--- src/rtl/joy_dir_filter_if.sv ---
// Joystick filter bus: raw joystick words in, conditioned words out.
//   master : host side (drives raw in_dir/in_fire, observes filtered outputs)
//   slave  : joy_dir_filter side
// Signals (per channel c):
//   in_dir[4c+3:4c]  raw {up,down,left,right}
//   in_fire[c]       raw fire
//   turbo_en[c]      turbo enable (only when JOYDIR_TURBO_EN is defined)
//   out_dir          filtered directions, same packing as in_dir
//   out_fire         debounced (optionally turbo-modulated) fire
//   changed          one-cycle pulse when out_dir for that channel changes
interface joy_dir_filter_if #(parameter int CHANNELS = 2);
  logic [4*CHANNELS-1:0] in_dir;
  logic [CHANNELS-1:0]   in_fire;
`ifdef JOYDIR_TURBO_EN
  logic [CHANNELS-1:0]   turbo_en;
`endif
  logic [4*CHANNELS-1:0] out_dir;
  logic [CHANNELS-1:0]   out_fire;
  logic [CHANNELS-1:0]   changed;

`ifdef JOYDIR_TURBO_EN
  modport master (output in_dir, in_fire, turbo_en, input out_dir, out_fire, changed);
  modport slave  (input in_dir, in_fire, turbo_en, output out_dir, out_fire, changed);
`else
  modport master (output in_dir, in_fire, input out_dir, out_fire, changed);
  modport slave  (input in_dir, in_fire, output out_dir, out_fire, changed);
`endif
endinterface

--- src/rtl/joy_dir_filter.sv ---
// Multi-channel joystick conditioner: per-bit synchroniser + debounce, then a
// runtime-selectable direction filter per channel:
//   mode 0 passthrough, 1 4-way last-pressed, 2 4-way first-held,
//   3 8-way with opposite-direction cancel.
// Optional macro JOYDIR_TURBO_EN adds per-channel turbo fire (jif.turbo_en).
// Ports:
//   clk_sys  system clock
//   reset_n  asynchronous active-low reset
//   ce       sample enable; debounce and mode logic advance only when high
//   mode     direction mode select
//   deb_len  extra ce ticks a changed bit must persist before acceptance
//   jif      joy_dir_filter_if.slave (raw in, filtered out, changed pulses)

// One player channel: 4 direction bits + fire share the same debounce logic
// (bit 4 is fire).
module joy_dir_chan #(
  parameter int DEB_BITS  = 4,
  parameter int TURBO_DIV = 4
) (
  input  logic                clk_sys,
  input  logic                reset_n,
  input  logic                ce,
  input  logic                ce_d,
  input  logic [1:0]          mode,
  input  logic                mode_chg,
  input  logic [DEB_BITS-1:0] deb_len,
  input  logic [3:0]          raw_dir,
  input  logic                raw_fire,
`ifdef JOYDIR_TURBO_EN
  input  logic                turbo_en,
`endif
  output logic [3:0]          out_dir,
  output logic                out_fire,
  output logic                changed
);
  logic [4:0]                sync1, sync2, stable, stable_nxt;
  logic [4:0][DEB_BITS-1:0]  cnt, cnt_nxt;
  logic [3:0]                mask, mask_nxt, s, np, dir_f;
  logic                      fire_f;

  // up > down > left > right
  function automatic logic [3:0] top_bit(input logic [3:0] x);
    if (x[3])      return 4'b1000;
    else if (x[2]) return 4'b0100;
    else if (x[1]) return 4'b0010;
    else if (x[0]) return 4'b0001;
    else           return 4'b0000;
  endfunction

  always_ff @(posedge clk_sys or negedge reset_n)
    if (!reset_n) begin
      sync1 <= '0;
      sync2 <= '0;
    end else begin
      sync1 <= {raw_fire, raw_dir};
      sync2 <= sync1;
    end

  // Counter only runs while sync disagrees with stable and is cleared on
  // acceptance, so it never passes deb_len (>= also covers deb_len shrinking).
  always_comb begin
    stable_nxt = stable;
    cnt_nxt    = cnt;
    for (int b = 0; b < 5; b++) begin
      if (sync2[b] == stable[b]) begin
        cnt_nxt[b] = '0;
      end else if (cnt[b] >= deb_len) begin
        stable_nxt[b] = sync2[b];
        cnt_nxt[b]    = '0;
      end else begin
        cnt_nxt[b] = cnt[b] + 1'b1;
      end
    end
  end

  // Mask is resolved against the stable value being accepted this tick, with
  // the current stable register serving as the previous tick's value. This
  // lets stable and mask land on the same ce edge.
  assign s  = stable_nxt[3:0];
  assign np = s & ~stable[3:0];

  always_comb begin
    mask_nxt = mask;
    case (mode)
      2'd1: begin
        if (np != 4'b0)             mask_nxt = top_bit(np);
        else if ((s & mask) == 4'b0) mask_nxt = top_bit(s);
      end
      2'd2: if ((s & mask) == 4'b0) mask_nxt = top_bit(s);
      default: mask_nxt = 4'b0;
    endcase
  end

  always_ff @(posedge clk_sys or negedge reset_n)
    if (!reset_n) begin
      stable <= '0;
      cnt    <= '0;
      mask   <= '0;
    end else begin
      if (ce) begin
        stable <= stable_nxt;
        cnt    <= cnt_nxt;
      end
      if (mode_chg) mask <= '0;
      else if (ce)  mask <= mask_nxt;
    end

  always_comb begin
    dir_f = stable[3:0];
    case (mode)
      2'd1, 2'd2: dir_f = stable[3:0] & mask;
      2'd3: begin
        if (stable[3] && stable[2]) dir_f[3:2] = 2'b00;
        if (stable[1] && stable[0]) dir_f[1:0] = 2'b00;
      end
      default: ;
    endcase
  end

`ifdef JOYDIR_TURBO_EN
  localparam int TW = (TURBO_DIV < 2) ? 1 : $clog2(TURBO_DIV);
  logic          ph;
  logic [TW-1:0] tcnt;

  // Phase starts high on the press tick and flips every TURBO_DIV ce ticks.
  always_ff @(posedge clk_sys or negedge reset_n)
    if (!reset_n) begin
      ph   <= 1'b0;
      tcnt <= '0;
    end else if (ce) begin
      if (!stable_nxt[4]) begin
        ph   <= 1'b0;
        tcnt <= '0;
      end else if (!stable[4]) begin
        ph   <= 1'b1;
        tcnt <= '0;
      end else if (tcnt == TW'(TURBO_DIV - 1)) begin
        ph   <= ~ph;
        tcnt <= '0;
      end else begin
        tcnt <= tcnt + 1'b1;
      end
    end

  assign fire_f = turbo_en ? ph : stable[4];
`else
  assign fire_f = stable[4];
`endif

  // Outputs are sampled the cycle after a ce tick, so a mode change alone
  // does not move them until the next tick.
  always_ff @(posedge clk_sys or negedge reset_n)
    if (!reset_n) begin
      out_dir  <= '0;
      out_fire <= 1'b0;
      changed  <= 1'b0;
    end else begin
      changed <= 1'b0;
      if (ce_d) begin
        out_dir  <= dir_f;
        out_fire <= fire_f;
        changed  <= (dir_f != out_dir);
      end
    end
endmodule

module joy_dir_filter #(
  parameter int CHANNELS  = 2,
  parameter int DEB_BITS  = 4,
  parameter int TURBO_DIV = 4
) (
  input  logic                clk_sys,
  input  logic                reset_n,
  input  logic                ce,
  input  logic [1:0]          mode,
  input  logic [DEB_BITS-1:0] deb_len,
  joy_dir_filter_if.slave     jif
);
  logic       ce_d, mode_chg;
  logic [1:0] mode_q;
  logic [CHANNELS-1:0][3:0] dir_o;
  logic [CHANNELS-1:0]      fire_o, chg_o;

  assign mode_chg = (mode != mode_q);

  always_ff @(posedge clk_sys or negedge reset_n)
    if (!reset_n) begin
      ce_d   <= 1'b0;
      mode_q <= 2'd0;
    end else begin
      ce_d   <= ce;
      mode_q <= mode;
    end

  for (genvar c = 0; c < CHANNELS; c++) begin : g_ch
    joy_dir_chan #(.DEB_BITS(DEB_BITS), .TURBO_DIV(TURBO_DIV)) u_ch (
      .clk_sys  (clk_sys),
      .reset_n  (reset_n),
      .ce       (ce),
      .ce_d     (ce_d),
      .mode     (mode),
      .mode_chg (mode_chg),
      .deb_len  (deb_len),
      .raw_dir  (jif.in_dir[4*c +: 4]),
      .raw_fire (jif.in_fire[c]),
`ifdef JOYDIR_TURBO_EN
      .turbo_en (jif.turbo_en[c]),
`endif
      .out_dir  (dir_o[c]),
      .out_fire (fire_o[c]),
      .changed  (chg_o[c])
    );
  end

  assign jif.out_dir  = dir_o;
  assign jif.out_fire = fire_o;
  assign jif.changed  = chg_o;
endmodule

--- src/flat_wrapper.sv ---
// flat-port wrapper written by rule: the top's interface ports become plain ports
module joy_dir_filter_flat 
#(
  parameter int CHANNELS  = 2,
  parameter int DEB_BITS  = 4,
  parameter int TURBO_DIV = 4
)
  (clk_sys, reset_n, ce, mode, deb_len, jif_in_dir, jif_in_fire, jif_out_dir, jif_out_fire, jif_changed);
  joy_dir_filter_if #(.CHANNELS(CHANNELS)) jif_i ();
  input  logic clk_sys;
  input  logic reset_n;
  input  logic ce;
  input  logic [1:0] mode;
  input  logic [DEB_BITS-1:0] deb_len;
  input wire logic [$bits(jif_i.in_dir)-1:0] jif_in_dir;
  input wire logic [$bits(jif_i.in_fire)-1:0] jif_in_fire;
  output wire logic [$bits(jif_i.out_dir)-1:0] jif_out_dir;
  output wire logic [$bits(jif_i.out_fire)-1:0] jif_out_fire;
  output wire logic [$bits(jif_i.changed)-1:0] jif_changed;
  assign jif_i.in_dir = jif_in_dir;
  assign jif_i.in_fire = jif_in_fire;
  assign jif_out_dir = jif_i.out_dir;
  assign jif_out_fire = jif_i.out_fire;
  assign jif_changed = jif_i.changed;
  joy_dir_filter #(.CHANNELS(CHANNELS), .DEB_BITS(DEB_BITS), .TURBO_DIV(TURBO_DIV)) u_core (.clk_sys(clk_sys), .reset_n(reset_n), .ce(ce), .mode(mode), .deb_len(deb_len), .jif(jif_i));
endmodule
--- config.mk ---
export PLATFORM = sky130hd
export DESIGN_NAME = joy_dir_filter_flat
export DESIGN_NICKNAME = d
export VERILOG_FILES = /design/src/rtl/joy_dir_filter_if.sv /design/src/rtl/joy_dir_filter.sv /design/src/flat_wrapper.sv
export SDC_FILE = /design/constraint.sdc
export NUM_CORES = 1
export LEC_CHECK = 0
export ABC_AREA = 1
export CELL_PAD_IN_SITES_DETAIL_PLACEMENT = 0
export CELL_PAD_IN_SITES_GLOBAL_PLACEMENT = 1
export CORE_UTILIZATION = 30
export DETAILED_ROUTE_END_ITERATION = 10
export GPL_ROUTABILITY_DRIVEN = 1
export PLACE_DENSITY_LB_ADDON = 0.15
export SYNTH_ARGS = -nofsm -noshare
export SYNTH_HDL_FRONTEND = slang
export SYNTH_SLANG_ARGS = --single-unit
--- constraint.sdc ---
create_clock -name clk_sys -period 2.4 [get_ports clk_sys]
set_input_delay 0.36 -clock clk_sys [delete_from_list [all_inputs] [get_ports clk_sys]]
set_output_delay 0.36 -clock clk_sys [all_outputs]
set_load 0.01 [all_outputs]
==> impl_metrics.ini <==
[setup_path]
path_buf_inv = 4
worst_path_dominant_cell_family = simple AND/OR/NAND/NOR gates
cp.required_ns = 2.64
critical_path.slowest_cell = sky130_fd_sc_hd__clkdlybuf4s50_1
crit_path_max_fanout = 6
setup.worst_path.start_class = primary input
crit_path_frequent_cell = sky130_fd_sc_hd__nand2_1
worstSetupEndpointType = register
worstRegToRegCells = 14
worstPathCellList = clkdlybuf4s50_1 -> inv_1 -> buf_12 -> ha_1 -> nand2_1 -> inv_1 -> nand2_1 -> nand4_1 -> nand3_2 -> nand2_2 -> nor2_4 -> nand2_1 -> nand3_1 -> nand2_1 -> nand2_1 -> nand2_1
critical-path-max-stage-delay_ns = 0.46
crit_arrival_ns = 2.42
cp.depth = 16
worst-setup-path-type = primary input to register

[timing]
layout_min_cycle_time_ns = 2.181
setup_viol = 0
fmaxAchievable_mhz = 458.6
timing_worst_slew_pin_value_ns = 0.6325
post_route_clock_skew_ns = 0.009277
fin_worst_hold_slack_ns = 0.04935
maxSlewHeadroom_pct = 57.67
min_period_over_period_pct = 90.86
rsz0062_at_grt = false
final-hold-violation-count = 0
total_count_of_max_transition_violations_in_the_final_report = 0

[cells_and_area]
antenna_cells = 0
finish.net_count = 832
fin_area_mm2 = 0.006959
synthToLayoutAreaGrowth_pct = 23.41
final.fill_count = 1855
fin_cells = 993
utilization_pct = 38.22
drive_gt1_share_pct = 13.48

[grt]
grt.busiest_layer = met2
grt_antenna_before_repair = 0
grt_first_pass_wirelength_um = 24090
gr-usage-all-layers_pct = 15.94
grt_overflow = 0
m2_gr_usage_pct = 28.02
grt_pass1_vias = 4835
grt_start_max_net_pins = 94
global_route.usage.met1_pct = 18.97
gr-usage-met3_pct = 3.177

[pwr]
p_leak_nw = 3.556
pnr_total_power_mw = 6.403
ir_worst_vdd_uv = 348.6
power.density_mw_per_mm2 = 920.1

[min_path]
min-delay-path-class = primary input to asynchronous set/reset pin

[run]
timing.max_cap.violations = 0

[detailed_routing]
drt-wirelength-per-cell_um = 14.31
detail_route.iter0.violations = 230
route.detailed.drc = 0
detail_route.first_pass.iterations = 6
dr_vias_cell = 4.661
totalWireLength_um = 14210
drt.antenna.violating_nets = 0
routed-via-count = 4628

[placed_design]
gp_congestion = 0.8210
post-dp-hpwl_um = 10640
dpl_cell_area_mm2 = 0.006474
port-buffer-count = 30
dp.cells = 973

[floorplan]
die-width_um = 139.1
fp.dieArea_mm2 = 0.01935
core-area_mm2 = 0.01821
rows = 49
initial_cell_density_of_the_core_pct = 30.97
io-pin-count = 31
floorplan.die.height_um = 139.1

[synth]
netlist_instances = 693
synth.yosys.warnings = 0
share_of_the_synthesized_area_in_the_top_cell_type_pct = 41.27
synth_edf_count = 0
synth_cell_types = 32
netlist_top_cells_area = sky130_fd_sc_hd__dfrtp_1, sky130_fd_sc_hd__ha_1, sky130_fd_sc_hd__nand2_1
synth.avg_cell_area_um2 = 8.137
synth_top_area_cell = sky130_fd_sc_hd__dfrtp_1
asyncSetResetFlopFracSynth_pct = 100.0
synth.cell_area_mm2 = 0.005639
seq_area_frac_synth_pct = 41.27
synth_fp_nets = 766
most_frequent_cell_after_synthesis = sky130_fd_sc_hd__nand2_1
synth_seq_cells = 93
dominantRegCellSynth = sky130_fd_sc_hd__dfrtp_1
ys_top_cells_by_count = sky130_fd_sc_hd__nand2_1, sky130_fd_sc_hd__inv_1, sky130_fd_sc_hd__dfrtp_1

[clock_network]
tritoncts.num_buffers = 9
htree_num_levels = 3
cts.sink_count = 93
clk_pin_slew_ns = 0.06
clk_root_buffer_cell = sky130_fd_sc_hd__clkbuf_16
worstSkewPairLatency_ns = 0.35
clock_tree.buffer_depth = 2
cts_tree = done

[outcome]
outcome = completed
[flip-flops by register name (all words and copies together), names as in the netlist]
signal	cells
u_core.g_ch.u_ch.sync1	10
u_core.g_ch.u_ch.out_dir	8
u_core.g_ch.u_ch.sync2	10
u_core.mode_q	2
u_core.ce_d	1
u_core.g_ch.u_ch.cnt	40
u_core.g_ch.u_ch.mask	8
u_core.g_ch.u_ch.stable	10
u_core.g_ch.u_ch.changed	2
u_core.g_ch.u_ch.out_fire	2
[through the flow]
step | setup WS (ns) | TNS [ns]
6_report | 0.2195 | 0
5_1_grt | 0.02406 | 0
4_1_cts | 0.02262 | 0
3_5_place_dp | -0.4003 | -3.608
3_3_place_gp | -0.3768 | -2.559
2_1_floorplan | 0.5121 | 0
[cell usage in the layout (no fill, tap or decap), types with 4 or more instances in the layout]
cell type and instances:
sky130_fd_sc_hd__dfrtp_1 93, sky130_fd_sc_hd__nor3_1 4, sky130_fd_sc_hd__xnor2_1 14, sky130_fd_sc_hd__inv_1 98, sky130_fd_sc_hd__xor2_1 23, sky130_fd_sc_hd__nand4_1 15, sky130_fd_sc_hd__nand2_2 7, sky130_fd_sc_hd__nand2_1 175
sky130_fd_sc_hd__nor2_1 37, sky130_fd_sc_hd__ha_1 47, sky130_fd_sc_hd__buf_4 36, sky130_fd_sc_hd__o211ai_1 6, sky130_fd_sc_hd__a21oi_2 8, sky130_fd_sc_hd__nand3_1 40, sky130_fd_sc_hd__o21ai_0 46, sky130_fd_sc_hd__a21oi_1 19
sky130_fd_sc_hd__clkdlybuf4s50_1 28, sky130_fd_sc_hd__nand3_2 14, sky130_fd_sc_hd__buf_12 4, sky130_fd_sc_hd__ha_4 7, sky130_fd_sc_hd__a32o_1 4, sky130_fd_sc_hd__clkbuf_16 9
[worst register-to-register path, delay by kind of cell, from the launching register on]
family                     cells  cell delay, ns
adders and majority gates      1            0.30
buffers and inverters          1            0.07
DFF                            1            0.43
and+or+nand+nor               12            1.03
[worst paths after layout]
kind	start	to	slack, ns
max in group asynchronous	reset_n	u_core.g_ch[1].u_ch.cnt[2]$_DFFE_PN0P_	1.94
min in group clk_sys	u_core.g_ch[0].u_ch.sync1[2]$_DFF_PN0_	u_core.g_ch[0].u_ch.sync2[2]$_DFF_PN0_	0.35
hold / removal	reset_n	u_core.g_ch[0].u_ch.cnt[19]$_DFFE_PN0P_	0.05
setup reg to reg	u_core.g_ch[0].u_ch.cnt[7]$_DFFE_PN0P_	u_core.g_ch[0].u_ch.mask[2]$_DFFE_PN0P_	0.47
setup / recovery	deb_len[1]	u_core.g_ch[0].u_ch.mask[2]$_DFFE_PN0P_	0.22
hold reg to reg	u_core.g_ch[0].u_ch.sync1[2]$_DFF_PN0_	u_core.g_ch[0].u_ch.sync2[2]$_DFF_PN0_	0.35
[cell families (layout without fill, tap and decap cells)]
kind of cell	Yosys count	in the layout	synth area share (%)
simple gates	298	298	23.25
buf+inv	118	189	8.165
flops	93	93	41.27
compound gates	91	91	9.230
fa+ha+maj	54	54	11.98
xor+xnor	37	37	5.747
mux	2	2	0.3550
[routing by layer]
metal	up-vias	wire (um)
li1	2377	-
met1	2185	6362
met2	53	7242
met3	13	321
met4	0	285
met5	-	0
[cell type report]
cell class	instances	area, um^2	area share (%)
Sequential cell	93	2327	33.44
Clock inverter	4	30.03	0.4315
Multi-Input combinational cell	482	3000	43.11
Inverter	102	386.6	5.556
Timing Repair Buffer	71	661.9	9.511
Tap cell	229	286.5	4.117
Clock buffer	12	266.5	3.830
[power breakdown]
group	switching [mW]	total, mW	internal, mW
clock network	0.635	1.43	0.792
logic	1.47	2.65	1.18
registers	0.402	2.33	1.92
[timing repair]
| action | CTS | global route |
|---|---|---|
| buffers inserted | 3 | 2 |
| pin swaps | 0 | 9 |
| hold buffers | 0 | 0 |
| hold endpoints to repair | 0 | 0 |
| gates resized for setup | 1 | 28 |
| setup endpoints to repair | 1 | 9 |
(Power assumes the default switching activity.)
